$ cat src/rtl/pipe_ctrl_pkg.sv
// pipe_ctrl_pkg: shared FSM state type and default parameters for the pipeline hazard controller
package pipe_ctrl_pkg;
  typedef enum logic [1:0] {IDLE, WAIT_MEM, ERR} hz_state_e;
  localparam int AW_DEF = 5;
  localparam int MEM_TIMEOUT_DEF = 16;
endpackage

$ cat src/rtl/mem_wait_timer.sv
// mem_wait_timer: data-memory req/ack FSM with a stall timeout that reports a bus error
//   in : clk, reset (sync, active-high), acc (MW load/store), mem_ack
//   out: mem_req, stall (combinational), mem_err (registered one-cycle pulse, high in ERR)
module mem_wait_timer
  import pipe_ctrl_pkg::*;
#(
  parameter int MEM_TIMEOUT = MEM_TIMEOUT_DEF
) (
  input  logic clk,
  input  logic reset,
  input  logic acc,
  input  logic mem_ack,
  output logic mem_req,
  output logic stall,
  output logic mem_err
);
  localparam int CW = $clog2(MEM_TIMEOUT + 1);
  hz_state_e state_q, state_d;
  logic [CW-1:0] cnt_q, cnt_d;
  logic mem_err_q, mem_err_d;
  // cnt_q holds the number of stall cycles already spent on the current access
  always_comb begin
    mem_req = (state_q != ERR) & acc;
    stall = mem_req & ~mem_ack;
    state_d = state_q;
    cnt_d = cnt_q;
    mem_err_d = 1'b0;
    case (state_q)
      IDLE: if (stall) begin
        state_d = WAIT_MEM;
        cnt_d = CW'(1);
      end
      WAIT_MEM: if (mem_ack) begin
        state_d = IDLE;
        cnt_d = '0;
      end else if (cnt_q == CW'(MEM_TIMEOUT - 1)) begin
        state_d = ERR;
        cnt_d = '0;
        mem_err_d = 1'b1;
      end else cnt_d = cnt_q + 1'b1;
      default: begin
        state_d = IDLE;
        cnt_d = '0;
      end
    endcase
  end
  always_ff @(posedge clk) begin
    if (reset) begin
      state_q <= IDLE;
      cnt_q <= '0;
      mem_err_q <= 1'b0;
    end else begin
      state_q <= state_d;
      cnt_q <= cnt_d;
      mem_err_q <= mem_err_d;
    end
  end
  assign mem_err = mem_err_q;
endmodule

$ cat src/rtl/pipeline_hazard_ctrl.sv
// pipeline_hazard_ctrl: stall/flush/forwarding controller for the IF|DE|MW pipeline
//   in : clk, reset (sync, active-high), reg_wrMW, rd_addrMW, rs1/rs2_addrDE, rs1/rs2_usedDE,
//        rd_enMW, wr_enMW, mem_ack, br_takenDE
//   out: mem_req, stall, flush, fwd_a, fwd_b, mem_err, stall_cnt, flush_cnt
//   HAZ_PERF_CNT_EN: when defined, saturating stall/flush counters; otherwise both read 0
module pipeline_hazard_ctrl
  import pipe_ctrl_pkg::*;
#(
  parameter int MEM_TIMEOUT = MEM_TIMEOUT_DEF,
  parameter int CNT_W = 32,
  parameter int AW = AW_DEF
) (
  input  logic             clk,
  input  logic             reset,
  input  logic             reg_wrMW,
  input  logic [AW-1:0]    rd_addrMW,
  input  logic [AW-1:0]    rs1_addrDE,
  input  logic [AW-1:0]    rs2_addrDE,
  input  logic             rs1_usedDE,
  input  logic             rs2_usedDE,
  input  logic             rd_enMW,
  input  logic             wr_enMW,
  input  logic             mem_ack,
  input  logic             br_takenDE,
  output logic             mem_req,
  output logic             stall,
  output logic             flush,
  output logic             fwd_a,
  output logic             fwd_b,
  output logic             mem_err,
  output logic [CNT_W-1:0] stall_cnt,
  output logic [CNT_W-1:0] flush_cnt
);
  logic wb_ok;
  mem_wait_timer #(.MEM_TIMEOUT(MEM_TIMEOUT)) u_timer (
    .clk(clk),
    .reset(reset),
    .acc(rd_enMW | wr_enMW),
    .mem_ack(mem_ack),
    .mem_req(mem_req),
    .stall(stall),
    .mem_err(mem_err)
  );
  always_comb begin
    wb_ok = reg_wrMW & (rd_addrMW != '0);
    fwd_a = wb_ok & (rd_addrMW == rs1_addrDE) & rs1_usedDE;
    fwd_b = wb_ok & (rd_addrMW == rs2_addrDE) & rs2_usedDE;
    flush = br_takenDE & ~stall;
  end
`ifdef HAZ_PERF_CNT_EN
  logic [CNT_W-1:0] stall_cnt_q, stall_cnt_d, flush_cnt_q, flush_cnt_d;
  always_comb begin
    stall_cnt_d = (stall && !(&stall_cnt_q)) ? stall_cnt_q + 1'b1 : stall_cnt_q;
    flush_cnt_d = (flush && !(&flush_cnt_q)) ? flush_cnt_q + 1'b1 : flush_cnt_q;
  end
  always_ff @(posedge clk) begin
    if (reset) begin
      stall_cnt_q <= '0;
      flush_cnt_q <= '0;
    end else begin
      stall_cnt_q <= stall_cnt_d;
      flush_cnt_q <= flush_cnt_d;
    end
  end
  assign stall_cnt = stall_cnt_q;
  assign flush_cnt = flush_cnt_q;
`else
  assign stall_cnt = '0;
  assign flush_cnt = '0;
`endif
endmodule

$ cat config.mk
export PLATFORM = sky130hd
export DESIGN_NAME = pipeline_hazard_ctrl
export DESIGN_NICKNAME = d
export VERILOG_FILES = /design/src/rtl/pipe_ctrl_pkg.sv /design/src/rtl/mem_wait_timer.sv /design/src/rtl/pipeline_hazard_ctrl.sv
export SDC_FILE = /design/constraint.sdc
export NUM_CORES = 1
export LEC_CHECK = 0
export CAP_MARGIN = 20
export CORE_ASPECT_RATIO = 1.75
export CORE_MARGIN = 5
export CORE_UTILIZATION = 31
export DETAILED_ROUTE_END_ITERATION = 10
export HOLD_SLACK_MARGIN = 0.03
export PLACE_DENSITY_LB_ADDON = 0.25
export REMOVE_ABC_BUFFERS = 1
export SLEW_MARGIN = 10
export SYNTH_ARGS = -nofsm -noshare
export SYNTH_HDL_FRONTEND = slang
export SYNTH_SLANG_ARGS = --single-unit
$ cat constraint.sdc
create_clock -name clk -period 1.2 [get_ports clk]
set_input_delay 0.12 -clock clk [delete_from_list [all_inputs] [get_ports clk]]
set_output_delay 0.12 -clock clk [all_outputs]
set_load 0.01 [all_outputs]
Yosys cells after proc, flatten, opt, wreduce, memory -nomap -nowiden
Cells that the tools add are included.

Bits in registers: 8. Input bits: 24. Word-level logic and storage cells: 36.

$add $sub $neg: 1. Eq/ne operators: 7. Mux-type cells: 9. Bitwise logic cells: 12. Reduce and logical (&&, ||, !) cells: 4.

Operators with widths (count): 5-bit two-way mux (3); 5-bit equality test (2); 5-bit one-hot mux with 2 select lines (1); 1-bit AND (8); 2-bit two-way mux (3); 5-bit by 1-bit adder with 5-bit output (second input constant) (1); 5-bit by 4-bit equality test with 1-bit output (second input constant) (1); 5-bit nonzero test (1); 2-bit inequality test (second input constant) (2); 2-bit one-hot mux with 2 select lines (1); 3-bit by 2-bit inequality test with 1-bit output (second input constant) (1); 1-bit inverter (3); 3-bit OR reduction (1); 2-bit by 1-bit equality test with 1-bit output (second input constant) (1); 2-bit logical NOT (1); 2-bit AND reduction (1); 1-bit two-way mux (1); 1-bit OR (1).

Longest topological paths before layout
Gate-level depths: netlist of the first run.

Depth after elaboration: 5. Depth in mapped cells: 4. Depth with buffers taken out: 4.

By module
From an unflattened synthesis of the first run, not the netlist that was laid out.

Cells, all modules: 130. Area, all modules: 1008.5 um^2.

Modules (own cells, without submodules): pipeline_hazard_ctrl (instances 1, cells an instance 85, area an instance 630.6 um^2, sequential area each 0.0 um^2); mem_wait_timer (instances 1, cells an instance 45, area an instance 377.9 um^2, sequential area each 160.2 um^2).

Least setup slack after synthesis of the first run
No wires, ideal clock.

Path kind: reg-to-reg. Start point: reg u_timer.cnt_q[0]. End point: reg u_timer.cnt_q[3]. Arrival: 0.972 ns. Required time: 1.108 ns. Slack: 0.136 ns. Stages on the path, launching flop included: 5. Clock period less this slack: 1.064 ns. Path through: dfxtp_1 ha_1 nand4b_1 nand2_1 o32ai_1.

Longest elaborated chain between the ends: 4.

Ends and longest elaborated chain: start, declared (RTL line mem_wait_timer.sv:19) `logic [CW-1:0] cnt_q, cnt_d;`; start signal, assigned (RTL line mem_wait_timer.sv:54) `cnt_q <= cnt_d;`; 5-bit by 1-bit adder with 5-bit output or 5-bit by 4-bit equality test with 1-bit output (tied branches) (RTL line mem_wait_timer.sv:40, mem_wait_timer.sv:36); 5-bit two-way mux (*) (RTL line mem_wait_timer.sv:36) `end else if (cnt_q == CW'(MEM_TIMEOUT - 1)) begin`; 5-bit two-way mux (*) (RTL line mem_wait_timer.sv:33) `WAIT_MEM: if (mem_ack) begin`; 5-bit one-hot mux with 2 select lines (*) (RTL line mem_wait_timer.sv:28) `case (state_q)`.

Every way passes the cells marked *; elsewhere a longest branch is shown, timed or not. A chain may end at the register's enable or synchronous reset.

Final worst setup path of the first run
Start point: in rd_addrMW[4]. End point: out fwd_a.

Longest elaborated chain between the ends: 4.

Ends and longest elaborated chain: start, declared (RTL line pipeline_hazard_ctrl.sv:16) `input logic [AW-1:0] rd_addrMW,`; 5-bit nonzero test (RTL line pipeline_hazard_ctrl.sv:45) `wb_ok = reg_wrMW & (rd_addrMW != '0);`; 1-bit AND (RTL line pipeline_hazard_ctrl.sv:45); 1-bit AND (*) (2 in series) (RTL line pipeline_hazard_ctrl.sv:46) `fwd_a = wb_ok & (rd_addrMW == rs1_addrDE) & rs1_usedDE;`; end, declared (RTL line pipeline_hazard_ctrl.sv:28) `output logic fwd_a,`.

Marks and branches as above.

==> flow_results.xml, run 1 <==
<?xml version="1.0" encoding="UTF-8"?>
<metrics>
  <group name="min_path">
    <metric name="destination_of_the_worst_hold_path" unit="">u_timer.cnt_q[4]</metric>
    <metric name="timing.hold.worst_path_depth" unit="">2</metric>
    <metric name="hold_class" unit="">reg2reg</metric>
    <metric name="hold_path_startpoint" unit="">u_timer.cnt_q[4]</metric>
  </group>
  <group name="status">
    <metric name="outcome" unit="">finished, violations left</metric>
    <metric name="violations" unit="">negative setup slack</metric>
  </group>
  <group name="worst_setup_path">
    <metric name="critical_path_arrival" unit="ns">1.10</metric>
    <metric name="path_class" unit="">in2out</metric>
    <metric name="critical_path.endpoint_type" unit="">output port</metric>
    <metric name="reg2reg_slack" unit="ns">0</metric>
    <metric name="ff_to_ff_end" unit="">u_timer.cnt_q[2]</metric>
    <metric name="worstSetupStartpoint" unit="">rd_addrMW[4]</metric>
    <metric name="worstPathMaxFanout" unit="">3</metric>
    <metric name="cp_data_required_time" unit="ns">1.08</metric>
    <metric name="worst_r2r_startpoint" unit="">u_timer.state_q[1]</metric>
    <metric name="rr_worst_depth" unit="">4</metric>
    <metric name="startpoint_type" unit="">input port</metric>
  </group>
  <group name="synthesis">
    <metric name="synth.avg_cell_area" unit="um2">8.014</metric>
    <metric name="ys_warn_count" unit="">0</metric>
    <metric name="post_synth_inst_count" unit="">126</metric>
    <metric name="synth.lib_cells_used.distinct" unit="">28</metric>
    <metric name="synth_enable_flop_cells" unit="">0</metric>
    <metric name="async_reset_ff_share" unit="%">0</metric>
    <metric name="synth_sequential_area_ratio" unit="%">15.86</metric>
    <metric name="ys_dominant_reg_cell" unit="">sky130_fd_sc_hd__dfxtp_1</metric>
    <metric name="ys_ff_latch" unit="">8</metric>
    <metric name="synth_area" unit="um2">1010</metric>
  </group>
  <group name="floorplan">
    <metric name="die_width" unit="um">53.14</metric>
    <metric name="core_area" unit="um2">3142</metric>
    <metric name="initial_core_util" unit="%">32.14</metric>
    <metric name="die_area" unit="um2">4543</metric>
    <metric name="floorplan.io_pins" unit="">94</metric>
    <metric name="core.rowCount" unit="">27</metric>
    <metric name="die-height" unit="um">85.50</metric>
  </group>
  <group name="grt">
    <metric name="first_global_vias" unit="">763</metric>
    <metric name="grt.busiest_layer" unit="">met2</metric>
    <metric name="grt_antenna_before_repair" unit="">0</metric>
    <metric name="gr-usage-met3" unit="%">1.565</metric>
    <metric name="grt_use_met1" unit="%">8.176</metric>
    <metric name="global_route_wire_length_before_repair" unit="um">3298</metric>
    <metric name="gr-usage-met2" unit="%">17.65</metric>
    <metric name="global_route.overflow_total" unit="">0</metric>
    <metric name="pin_count_of_the_biggest_net_entering_global_routing" unit="">9</metric>
    <metric name="overall_global_routing_usage" unit="%">9.860</metric>
  </group>
  <group name="clock_tree">
    <metric name="cts_made_buffers" unit="">3</metric>
    <metric name="insertion_delay" unit="ns">0.23</metric>
    <metric name="holdBufCountCts" unit="">0</metric>
    <metric name="cts.repair_timing.setup_buffer_count" unit="">0</metric>
    <metric name="clk_root_buffer_cell" unit="">sky130_fd_sc_hd__clkbuf_8</metric>
    <metric name="clkSinkCount" unit="">8</metric>
    <metric name="clk_pin_slew" unit="ns">0.04</metric>
    <metric name="h_tree_lvls" unit="">1</metric>
    <metric name="cts_max_path_buffers" unit="">2</metric>
    <metric name="tritoncts" unit="">yes</metric>
  </group>
  <group name="timing">
    <metric name="setup_viol" unit="">3</metric>
    <metric name="final-max-slew-violation-count" unit="">0</metric>
    <metric name="final-hold-violation-count" unit="">0</metric>
    <metric name="maxClockFrequency" unit="MHz">821.5</metric>
    <metric name="grt_setup_unrepaired" unit="">true</metric>
    <metric name="finalHoldWorstSlack" unit="ns">0.4652</metric>
    <metric name="setup_ws" unit="ns">-0.01730</metric>
    <metric name="clock-skew-final" unit="ns">0.001290</metric>
    <metric name="setup-tns-final" unit="ns">-0.03806</metric>
    <metric name="fin_crit_sh" unit="%">101.4</metric>
    <metric name="post-route-min-period" unit="ns">1.217</metric>
  </group>
  <group name="route">
    <metric name="postRouteAntennaNets" unit="">0</metric>
    <metric name="detailedRoute.firstIterationViolations" unit="">4</metric>
    <metric name="drt_wl_total" unit="um">2409</metric>
    <metric name="post-route-drc-count" unit="">0</metric>
    <metric name="vias" unit="">802</metric>
    <metric name="dr.pass1.iters" unit="">4</metric>
    <metric name="route.detailed.vias_per_inst" unit="">3.765</metric>
    <metric name="wire_per_inst" unit="um">11.31</metric>
  </group>
  <group name="run">
    <metric name="maxCapViolations" unit="">0</metric>
  </group>
  <group name="layout">
    <metric name="multi_input_comb_area" unit="um2">664.4</metric>
    <metric name="post_route_cells_drive_above_1_share" unit="%">26.04</metric>
    <metric name="syn_to_final_growth" unit="%">28.13</metric>
    <metric name="nFillCells" unit="">349</metric>
    <metric name="final_net_count" unit="">196</metric>
    <metric name="final_cell_mix" unit="">sky130_fd_sc_hd__conb_1, sky130_fd_sc_hd__buf_4, sky130_fd_sc_hd__xnor2_1</metric>
    <metric name="area.sequential" unit="um2">163.9</metric>
    <metric name="final_common_cell" unit="">sky130_fd_sc_hd__conb_1</metric>
  </group>
  <group name="power">
    <metric name="areal_power_density_over_the_cells" unit="nW/um2">704.3</metric>
    <metric name="leakage_power_summed_over_all_cells" unit="nW">0.6185</metric>
    <metric name="ir_worst_vdd" unit="mV">0.4285</metric>
  </group>
  <group name="place">
    <metric name="numPortBuffers" unit="">29</metric>
    <metric name="dp_hpwl" unit="um">2050</metric>
    <metric name="place.gp.congestion" unit="">0.7345</metric>
  </group>
</metrics>
-- final cells by class --
class | count | share of cell area [%]
Tap cell | 43 | 4.159
Sequential cell | 8 | 12.67
Multi-Input combinational cell | 115 | 51.35
Antenna cell | 1 | 0.1934
Inverter | 1 | 0.2901
Timing Repair Buffer | 42 | 28.14
Clock buffer | 3 | 3.191
-- metrics by stage --
step | power (mW) | setup WS (ns) | utilization [%] | instance area [um2] | cells
finish | 0.9112 | -0.01730 | 41.18 | 1294 | 213
global placement | 0.5853 | -0.7371 | 38.31 | 1204 | 209
CTS | 0.9115 | -0.08046 | 38.67 | 1215 | 212
detailed placement | 0.5890 | -0.7807 | 38.31 | 1204 | 209
global route | 0.9651 | -0.06394 | 41.10 | 1291 | 212
floorplan | 0.4388 | 0.1361 | - | 762.0 | 124
-- registers in the layout (all words and copies together) (netlist names) --
signal           cells
u_timer.mem_err      1
u_timer.state_q      2
u_timer.cnt_q        5
-- synth_stat cells (all sizes together) (2+ instances only) --
cell    count  area, um2
buf        64      480.5
xnor2      10      87.58
dfxtp       8      160.2
a21oi       5      25.02
nand2       5      18.77
nand2b      3      18.77
nor2        3      11.26
nor3b       3      33.78
o21ai       3      18.77
a211oi      2      15.01
nand3       2      10.01
nand3b      2      15.01
nand4       2      12.51
nor3        2      10.01
-- where the power goes --
part           internal (mW)  switching (mW)
logic                  0.132           0.181
registers              0.273         0.00479
clock network          0.217           0.103
-- worst max path at each step --
stage,cells after the start,end
detailed placement,5,fwd_b
floorplan,4,u_timer.cnt_q[3]
global placement,5,fwd_a
global route,4,u_timer.cnt_q[2]
finish,5,fwd_a
CTS,5,fwd_b
-- worst max-delay path, cell delays in order --
cell	delay (ns)
sky130_fd_sc_hd__clkdlybuf4s15_2	0.21
sky130_fd_sc_hd__or4_4	0.42
sky130_fd_sc_hd__o21ai_2	0.16
sky130_fd_sc_hd__nor3_1	0.06
sky130_fd_sc_hd__buf_2	0.14
-- layer usage --
metal | up-vias | part of all wire (%)
met1 | 356 | 26
met3 | 11 | 13
met5 | - | 0
li1 | 372 | -
met4 | 0 | 6.0
met2 | 63 | 55
-- timing repair --
item	4_1_cts	5_1_grt
endpoints found under the setup margin	7	13
resized for setup	49	20
cloned	0	0
pin swaps	11	12
-- cell families after synthesis --
| family | share of synthesized area (%) |
|---|---|
| AO/OA/AOI/OAI | 8.550 |
| XOR/XNOR | 9.541 |
| adder cells (fa/ha/maj) | 1.239 |
| buffers and inverters | 48.33 |
| flip-flops | 15.86 |
| other | 0.3714 |
| AND/OR/NAND/NOR | 16.11 |
(Power assumes the default switching activity.)
==> inputs of run 2 (changes only) <==
Settings changed: CORE_UTILIZATION 31 to 33.
Clock period 1.2 ns to 1.4 ns, I/O delays scaled along.
==> run 2 against run 1 <==
Routed wire length fell by 11%. Cell count fell by 7.5%. The run now ends clean. Count of clock-buffer cells in the layout did not move. Clock power fell by 14%. Die area fell by 5.1%. Largest power group unchanged. Non-clock buffer count did not move.
==> flow_results.xml, run 2 (synthesis gave the netlist of run 1 again) <==
<?xml version="1.0" encoding="UTF-8"?>
<metrics>
  <group name="worst_setup_path">
    <metric name="worst_r2r_startpoint" unit="">u_timer.state_q[1]</metric>
    <metric name="startpoint_type" unit="">input port</metric>
    <metric name="critical_path.endpoint_type" unit="">output port</metric>
    <metric name="crit_path_end" unit="">fwd_a</metric>
    <metric name="path_class" unit="">in2out</metric>
    <metric name="rr_worst_depth" unit="">4</metric>
    <metric name="cp_data_required_time" unit="ns">1.26</metric>
    <metric name="reg2reg_slack" unit="ns">0.17</metric>
    <metric name="ff_to_ff_end" unit="">u_timer.cnt_q[2]</metric>
    <metric name="worstPathMaxFanout" unit="">2</metric>
    <metric name="critical_path_arrival" unit="ns">1.22</metric>
    <metric name="worstSetupStartpoint" unit="">rd_addrMW[1]</metric>
  </group>
  <group name="layout">
    <metric name="num_antenna_cells" unit="">0</metric>
    <metric name="post_route_cells_drive_above_1_share" unit="%">15.98</metric>
    <metric name="final_cell_mix" unit="">sky130_fd_sc_hd__conb_1, sky130_fd_sc_hd__clkdlybuf4s50_1, sky130_fd_sc_hd__buf_4</metric>
    <metric name="top_register" unit="">u_timer.cnt_q</metric>
    <metric name="syn_to_final_growth" unit="%">23.67</metric>
    <metric name="largest_reg_flops" unit="">5</metric>
    <metric name="final_common_cell" unit="">sky130_fd_sc_hd__conb_1</metric>
    <metric name="final_net_count" unit="">196</metric>
    <metric name="layout.cells.non_filler" unit="">197</metric>
  </group>
  <group name="route">
    <metric name="dr.pass1.iters" unit="">4</metric>
    <metric name="postRouteAntennaNets" unit="">0</metric>
    <metric name="detailedRoute.firstIterationViolations" unit="">7</metric>
    <metric name="drt_wl_total" unit="um">2135</metric>
    <metric name="vias" unit="">792</metric>
    <metric name="route.detailed.vias_per_inst" unit="">4.020</metric>
    <metric name="wire_per_inst" unit="um">10.84</metric>
    <metric name="post-route-drc-count" unit="">0</metric>
  </group>
  <group name="timing">
    <metric name="setup-tns-final" unit="ns">0</metric>
    <metric name="finalHoldWorstSlack" unit="ns">0.4417</metric>
    <metric name="final-max-slew-violation-count" unit="">0</metric>
    <metric name="clock-skew-final" unit="ns">0.001589</metric>
    <metric name="setup_viol" unit="">0</metric>
    <metric name="post-route-min-period" unit="ns">1.356</metric>
    <metric name="maxClockFrequency" unit="MHz">737.7</metric>
    <metric name="setup_ws" unit="ns">0.04442</metric>
    <metric name="fin_crit_sh" unit="%">96.83</metric>
    <metric name="final-hold-violation-count" unit="">0</metric>
  </group>
  <group name="clock_tree">
    <metric name="cts_max_path_buffers" unit="">2</metric>
    <metric name="clk_root_buffer_cell" unit="">sky130_fd_sc_hd__clkbuf_8</metric>
    <metric name="holdBufCountCts" unit="">0</metric>
    <metric name="clkSinkCount" unit="">8</metric>
    <metric name="tritoncts" unit="">yes</metric>
    <metric name="clk_pin_slew" unit="ns">0.04</metric>
    <metric name="insertion_delay" unit="ns">0.23</metric>
    <metric name="h_tree_lvls" unit="">1</metric>
    <metric name="cts_made_buffers" unit="">3</metric>
  </group>
  <group name="floorplan">
    <metric name="die_area" unit="um2">4310</metric>
    <metric name="die_width" unit="um">51.82</metric>
    <metric name="core.rowCount" unit="">26</metric>
    <metric name="initial_core_util" unit="%">34.49</metric>
    <metric name="floorplan.io_pins" unit="">94</metric>
    <metric name="core_area" unit="um2">2928</metric>
    <metric name="die-height" unit="um">83.18</metric>
  </group>
  <group name="power">
    <metric name="areal_power_density_over_the_cells" unit="nW/um2">623.7</metric>
    <metric name="ir_worst_vdd" unit="mV">0.3500</metric>
    <metric name="leakage_power_summed_over_all_cells" unit="nW">0.6100</metric>
  </group>
  <group name="grt">
    <metric name="global_route_wire_length_before_repair" unit="um">2925</metric>
    <metric name="grt_antenna_before_repair" unit="">0</metric>
    <metric name="first_global_vias" unit="">723</metric>
    <metric name="overall_global_routing_usage" unit="%">8.975</metric>
    <metric name="pin_count_of_the_biggest_net_entering_global_routing" unit="">9</metric>
    <metric name="global_route.overflow_total" unit="">0</metric>
  </group>
  <group name="place">
    <metric name="preCtsSetupSlack" unit="ns">-0.5565</metric>
    <metric name="place.gp.congestion" unit="">0.6926</metric>
    <metric name="dp_hpwl" unit="um">1916</metric>
    <metric name="numPortBuffers" unit="">29</metric>
    <metric name="dp.cells" unit="">194</metric>
  </group>
  <group name="status">
    <metric name="outcome" unit="">complete, no violations</metric>
  </group>
  <group name="min_path">
    <metric name="hold_class" unit="">reg2reg</metric>
  </group>
  <group name="run">
    <metric name="maxCapViolations" unit="">0</metric>
  </group>
</metrics>
-- run 2: cell types whose count changed in the layout (fill, tap and decap cells not counted), sizes merged --
cell and delta:
buf -5, clkdlybuf4s15 +4, clkdlybuf4s50 +8, diode -1
dlygate4sd2 -7
-- run 2: worst min path at each step --
stage                startpoint                to  slack (ns)  cells past startpoint
6_report       u_timer.cnt_q[4]  u_timer.cnt_q[4]        0.44                      2
5_1_grt        u_timer.cnt_q[4]  u_timer.cnt_q[4]        0.47                      2
4_1_cts        u_timer.cnt_q[4]  u_timer.cnt_q[4]        0.44                      2
3_5_place_dp   u_timer.cnt_q[4]  u_timer.cnt_q[4]        0.44                      2
3_3_place_gp   u_timer.cnt_q[4]  u_timer.cnt_q[4]        0.44                      2
2_1_floorplan             reset  u_timer.cnt_q[0]        0.21                      1
-- run 2: worst max-delay path, cell delays in order --
cell	delay, ns
sky130_fd_sc_hd__clkdlybuf4s15_1	0.18
sky130_fd_sc_hd__or4_4	0.54
sky130_fd_sc_hd__o21ai_4	0.16
sky130_fd_sc_hd__nor3_2	0.06
sky130_fd_sc_hd__buf_2	0.13
-- run 2: per-stage QoR --
step / utilization, % / power [mW] / instance area, um2
floorplan: - / 0.3761 / 762.0
global placement: 40.47 / 0.5006 / 1185
detailed placement: 40.47 / 0.5047 / 1185
CTS: 41.28 / 0.7803 / 1209
global route: 42.65 / 0.8227 / 1249
finish: 42.65 / 0.7788 / 1249
-- run 2: timing repair --
action	in CTS	in global routing
gates resized for setup	21	12
buffers inserted	0	0
pin swaps	5	7
endpoints found under the setup margin	5	4
-- run 2: layer usage --
| metal | wire length, um | vias to the layer above | track usage [%] |
|---|---|---|---|
| met5 | 0 | - | 0 |
| met4 | 39 | 0 | 5.012 |
| met3 | 346 | 3 | 3.763 |
| met2 | 1158 | 75 | 18.33 |
| met1 | 591 | 342 | 5.876 |
| li1 | - | 372 | - |
-- run 2: where the power goes --
part	total, mW	switching [mW]	leakage (nW)	internal, mW
Sequential	0.237	0.00357	0.0649	0.234
Clock	0.274	0.0883	0.0216	0.186
Combinational	0.267	0.149	0.523	0.118
-- run 2: cell type report --
| type | count | area, um2 |
|---|---|---|
| multi-input cells | 115 | 628.1 |
| repair buffers | 42 | 380.4 |
| flip-flops and latches | 8 | 160.2 |
| well taps | 28 | 35.03 |
| inverters | 1 | 3.754 |
| fillers | 316 | 1679 |
| clock buffers | 3 | 41.29 |
